===== config.mk =====
export PLATFORM = sky130hd
export DESIGN_NAME = pad_input_filter
export DESIGN_NICKNAME = d
export VERILOG_FILES = /design/src/rtl/pad_input_filter.sv
export SDC_FILE = /design/constraint.sdc
export NUM_CORES = 1
export LEC_CHECK = 0
export CAP_MARGIN = 20
export CORE_AREA = 2 2 78 80
export CTS_BUF_LIST = sky130_fd_sc_hd__clkbuf_4 sky130_fd_sc_hd__clkbuf_8
export CTS_CLUSTER_DIAMETER = 60
export DETAILED_ROUTE_END_ITERATION = 12
export DIE_AREA = 0 0 80 82
export MAX_ROUTING_LAYER = met4
export PLACE_DENSITY = 0.82
export SLEW_MARGIN = 20
export SYNTH_ARGS = -nofsm -noshare
export SYNTH_HDL_FRONTEND = slang
export SYNTH_SLANG_ARGS = --single-unit

===== constraint.sdc =====
create_clock -name wb_clk_i -period 2.95 [get_ports wb_clk_i]
set_clock_uncertainty 0.05 [all_clocks]
set_input_delay 0.295 -clock wb_clk_i [delete_from_list [all_inputs] [get_ports wb_clk_i]]
set_output_delay 0.295 -clock wb_clk_i [all_outputs]
set_load 0.1 [all_outputs]

===== src/rtl/pad_input_filter.sv =====
// pad_input_filter
//
// Input conditioning for the pad Schmitt buffer outputs. Each channel goes
// through a 2-flop synchroniser, a debounce counter, edge detection and a
// sticky interrupt pending register. Everything runs on wb_clk_i.
//
// Optional feature macro: PAD_FILT_EVTCNT_EN
//   When defined, a 16-bit saturating rising-edge event counter is added
//   together with the evt_cnt_o / evt_clr_i ports. When undefined those ports
//   and all counter logic are absent.
//
// Ports:
//   wb_clk_i     clock for all state
//   wb_rst_i     synchronous active-high reset
//   pad_x_i      asynchronous pad levels, one bit per channel
//   filt_en_i    1: debounce active, 0: bypass (threshold of 1)
//   db_thresh_i  stable cycles needed before a level change (0 acts as 1)
//   irq_mask_i   per-channel interrupt enable (both edges)
//   irq_clr_i    single-cycle pulse clearing all pending bits
//   level_o      debounced level
//   rise_o       single-cycle pulse on a debounced rising edge
//   fall_o       single-cycle pulse on a debounced falling edge
//   pend_o       sticky pending bits
//   irq_o        OR of the pending bits
//   evt_cnt_o    rising-edge event count (PAD_FILT_EVTCNT_EN only)
//   evt_clr_i    clears evt_cnt_o (PAD_FILT_EVTCNT_EN only)

module pad_input_filter #(
  parameter int NCH   = 4,
  parameter int CNT_W = 8
) (
  input  logic             wb_clk_i,
  input  logic             wb_rst_i,
  input  logic [NCH-1:0]   pad_x_i,
  input  logic             filt_en_i,
  input  logic [CNT_W-1:0] db_thresh_i,
  input  logic [NCH-1:0]   irq_mask_i,
  input  logic             irq_clr_i,
  output logic [NCH-1:0]   level_o,
  output logic [NCH-1:0]   rise_o,
  output logic [NCH-1:0]   fall_o,
  output logic [NCH-1:0]   pend_o,
  output logic             irq_o
`ifdef PAD_FILT_EVTCNT_EN
  ,
  output logic [15:0]      evt_cnt_o,
  input  logic             evt_clr_i
`endif
);

  localparam logic [CNT_W-1:0] CNT_ONE = 1;
  localparam logic [CNT_W-1:0] CNT_MAX = '1;
  localparam logic [CNT_W:0]   INC_ONE = 1;

  logic [NCH-1:0]   sync1;
  logic [NCH-1:0]   sync2;
  logic [CNT_W-1:0] cnt      [NCH];
  logic [CNT_W-1:0] cnt_next [NCH];
  logic [CNT_W:0]   cnt_inc  [NCH];
  logic [CNT_W-1:0] thresh_eff;
  logic [NCH-1:0]   level_next;
  logic [NCH-1:0]   rise_next;
  logic [NCH-1:0]   fall_next;
  logic [NCH-1:0]   pend_next;

  // A zero threshold or bypass mode both mean "accept on the first differing
  // cycle", so they collapse to a threshold of one.
  always_comb begin
    thresh_eff = db_thresh_i;
    if (!filt_en_i || (db_thresh_i == '0)) begin
      thresh_eff = CNT_ONE;
    end
  end

  // Debounce and edge decision per channel. The increment is done one bit
  // wider so the >= compare stays correct when the counter is at all-ones.
  always_comb begin
    for (int i = 0; i < NCH; i++) begin
      cnt_inc[i]    = {1'b0, cnt[i]} + INC_ONE;
      cnt_next[i]   = cnt[i];
      level_next[i] = level_o[i];
      rise_next[i]  = 1'b0;
      fall_next[i]  = 1'b0;
      if (sync2[i] == level_o[i]) begin
        cnt_next[i] = '0;
      end else if (cnt_inc[i] >= {1'b0, thresh_eff}) begin
        level_next[i] = sync2[i];
        cnt_next[i]   = '0;
        rise_next[i]  = sync2[i];
        fall_next[i]  = ~sync2[i];
      end else if (cnt[i] != CNT_MAX) begin
        cnt_next[i] = cnt_inc[i][CNT_W-1:0];
      end
    end
  end

  // Pending bits are set from the registered edge pulses, and a set in the
  // same cycle as a clear survives the clear.
  always_comb begin
    pend_next = (pend_o & ~{NCH{irq_clr_i}}) | ((rise_o | fall_o) & irq_mask_i);
  end

  always_ff @(posedge wb_clk_i) begin
    if (wb_rst_i) begin
      sync1   <= '0;
      sync2   <= '0;
      level_o <= '0;
      rise_o  <= '0;
      fall_o  <= '0;
      pend_o  <= '0;
      irq_o   <= 1'b0;
      for (int i = 0; i < NCH; i++) begin
        cnt[i] <= '0;
      end
    end else begin
      sync1   <= pad_x_i;
      sync2   <= sync1;
      level_o <= level_next;
      rise_o  <= rise_next;
      fall_o  <= fall_next;
      pend_o  <= pend_next;
      irq_o   <= |pend_next;
      for (int i = 0; i < NCH; i++) begin
        cnt[i] <= cnt_next[i];
      end
    end
  end

`ifdef PAD_FILT_EVTCNT_EN
  logic [15:0] rise_pop;
  logic [16:0] evt_sum;

  // Number of channels rising this cycle, added with saturation at 0xFFFF.
  always_comb begin
    rise_pop = '0;
    for (int i = 0; i < NCH; i++) begin
      rise_pop = rise_pop + {15'd0, rise_o[i]};
    end
    evt_sum = {1'b0, evt_cnt_o} + {1'b0, rise_pop};
  end

  // A clear drops any increment arriving in the same cycle.
  always_ff @(posedge wb_clk_i) begin
    if (wb_rst_i) begin
      evt_cnt_o <= '0;
    end else if (evt_clr_i) begin
      evt_cnt_o <= '0;
    end else if (evt_sum[16]) begin
      evt_cnt_o <= 16'hFFFF;
    end else begin
      evt_cnt_o <= evt_sum[15:0];
    end
  end
`endif

endmodule


==> results of run 1 <==
synth_stat cells (5+ instances only):
cell type | instances | share of area
or3_1 | 5 | 0.010
ha_1 | 36 | 0.15
o21ai_0 | 5 | 0.0082
a21o_1 | 6 | 0.015
nand3_1 | 10 | 0.016
nor2b_1 | 17 | 0.035
and3b_1 | 7 | 0.020
and3_1 | 11 | 0.022
o21a_1 | 5 | 0.012
a21oi_1 | 21 | 0.034
xnor2_1 | 16 | 0.046
nor2_1 | 30 | 0.037
xor2_1 | 16 | 0.046
nand2_1 | 16 | 0.020
inv_1 | 23 | 0.028
dfxtp_1 | 57 | 0.37
state kept, by name, summed over array words and instances, names as in the netlist:
| name | cells |
|---|---|
| cnt | 32 |
| irq_o | 1 |
| rise_o | 4 |
| level_o | 4 |
| sync2 | 4 |
| sync1 | 4 |
| pend_o | 4 |
| fall_o | 4 |
final timing paths:
path                            endpoint  slack (ps)  cells past startpoint
setup / recovery  cnt[0][4]$_SDFFE_PP0P_         140                     10
hold / removal       sync2[2]$_SDFF_PP0_         390                      1
setup reg to reg  cnt[0][4]$_SDFFE_PP0P_         140                     10
hold reg to reg      sync2[2]$_SDFF_PP0_         390                      1
final cells by class:
cell class              count  area [sq um]
clock buffers              12         165.2
clock inverters             4         50.05
fillers                   473          1981
inverters                  23         86.33
multi-input cells         244          1827
flip-flops and latches     57          1142
well taps                  75         93.84
repair buffers             47         400.4
cell families (layout without fill, tap and decap cells):
family | Yosys count | count (layout) | share of synthesized area
fa+ha+maj | 36 | 36 | 0.1469
flops | 57 | 57 | 0.3721
compound gates | 53 | 53 | 0.1175
mux | 4 | 4 | 0.01306
simple gates | 119 | 119 | 0.2175
buf+inv | 31 | 86 | 0.04161
xor+xnor | 32 | 32 | 0.09139
layer usage:
| layer | global-route usage | up-vias | wire [um] |
|---|---|---|---|
| met4 | 0.1068 | 0 | 129 |
| met5 | - | - | 0 |
| met2 | 0.3692 | 26 | 3232 |
| met3 | 0.05055 | 12 | 137 |
| met1 | 0.2534 | 1161 | 2870 |
| li1 | - | 1266 | - |
timing repair:
action / 4_1_cts / 5_1_grt
resized for setup: 1 / 8
hold buffers: 0 / 0
setup buffers: 0 / 0
setup endpoints to repair: 1 / 22
pin swaps: 0 / 2
report_power, final:
part,total (mW),switching [mW],leakage [nW],internal [mW]
combinational,0.144,0.0737,1.17,0.0703
sequential,0.786,0.00688,0.462,0.779
clock,0.766,0.309,0.105,0.457
critical path: stages (launching register included):
cell      delay [ps]
dfxtp_1          320
ha_1             200
and3_2           250
and3_4           200
xor2_1           150
ha_1             330
and3_1           210
a221oi_2         290
o211ai_1         180
or3_4            410
a21oi_1          150
through the flow:
step / hold WS [ps] / cell area [sq um]
floorplan: 363.8 / 3067
global placement: 368.1 / 3520
detailed placement: 376.0 / 3520
CTS: 391.1 / 3740
global route: 402.0 / 3765
finish: 389.2 / 3765
==> out/results.txt, run 1 <==
P&R area growth vs syn = 22.77%
P_leak = 1.739 nW
Slew @ Worst Pin = 340.0 ps
Routed WL per cell = 13.79 um
status = complete, no violations
PD cells = 450.5 nW/um^2
# diodes = 0
# setup viols final = 0
initial antenna violation count = 0
Seq/Total Area, Yosys = 0.3721
placed cell count = 446
post-route worst setup slack = 139.4 ps
largest net degree at the start of global routing = 15
grt ovf = 0
critical path class = reg -> reg
First-pass DRT Iterations = 4
Synth Instances = 332
max-slew violations = 0
post-place setup slack = 74.72 ps
reg2reg start = cnt[0][1]$_SDFFE_PP0P_
count of flip-flops with a built-in enable after synthesis = 0
CTS tree = yes
gr usage total = 0.2217
clk_lat worst skew = 340 ps
CP required = 3160 ps
final wirelength = 6370 um
Final HPWL DP = 4638 um
CP max FO = 8
worst hold path class = reg -> reg
RSZ-0062 raised after global routing = no
fraction of registers with async set/reset = 0
Root Driver = clkbuf_8
layout cells sized above 1 = 0.1602
crit path capture type = flip-flop
number of clock sinks = 57
Top Ports = 37
Netlist cell types = 39
most frequent cells in the layout = 56 x dfxtp_1, 36 x ha_1, 29 x nor2_1, 28 x buf_4, 23 x inv_1
average size of a mapped cell = 9.237 sq um
crit path launch type = flip-flop
die height = 82 um
H-Tree Depth = 3
Tot Pwr = 1.696 mW
DIE WIDTH = 80 um
Hold Crit Start = sync1[2]$_SDFF_PP0_
final core occ = 0.6553
Final Hold Viols = 0
max cap viols = 0
Post-Synthesis Cell Area = 3067 sq um
Top FF cell, synth = dfxtp_1
first-pass GRT wire length = 10740 um
Starting Density = 0.5338
Final Cycle Share = 0.9527
vias = 2465
area of the core = 5746 sq um
Data arrival, critical path = 3020 ps
via density per instance = 5.335
cts bufs inserted = 9
maximum vdd ir drop = 0.2743 mV
critical path launch point = cnt[0][1]$_SDFFE_PP0P_
post-synthesis net count = 388
I/O Buffers = 36
Rows = 28
Synth Register Bits = 57
clock tree buffer depth = 2
Residual DRC = 0
vias in the first global route = 2386
RePlAce Congestion = 0.9041
final net count = 438
post-route antenna net violation count = 0
Detailed Route Iter0 Violations = 110
most common cell after layout, fill and taps aside = dfxtp_1
synth warn = 0
die area = 6560 sq um
relative slew slack = 0.7728
total negative slack = 0 ps
fin cells = 462
Clock transition at path regs = 60 ps
maximum clock rate = 355.8 MHz
crit path time final = 2811 ps
Power figures use the tool's default switching activity.
==> run 2: changes to the inputs <==
--- a/config.mk
+++ b/config.mk
@@ -5,15 +5,16 @@
 export SDC_FILE = /design/constraint.sdc
 export NUM_CORES = 1
 export LEC_CHECK = 0
+export ABC_CLOCK_PERIOD_IN_PS = 2950
 export CAP_MARGIN = 20
 export CORE_AREA = 2 2 78 80
 export CTS_BUF_LIST = sky130_fd_sc_hd__clkbuf_4 sky130_fd_sc_hd__clkbuf_8
 export CTS_CLUSTER_DIAMETER = 60
 export DETAILED_ROUTE_END_ITERATION = 12
 export DIE_AREA = 0 0 80 82
+export GPL_ROUTABILITY_DRIVEN = 0
 export MAX_ROUTING_LAYER = met4
 export PLACE_DENSITY = 0.82
-export SLEW_MARGIN = 20
 export SYNTH_ARGS = -nofsm -noshare
 export SYNTH_HDL_FRONTEND = slang
 export SYNTH_SLANG_ARGS = --single-unit
==> results of run 2 <==
Same layout as run 1: the final DEF is identical, and so are final timing and power.
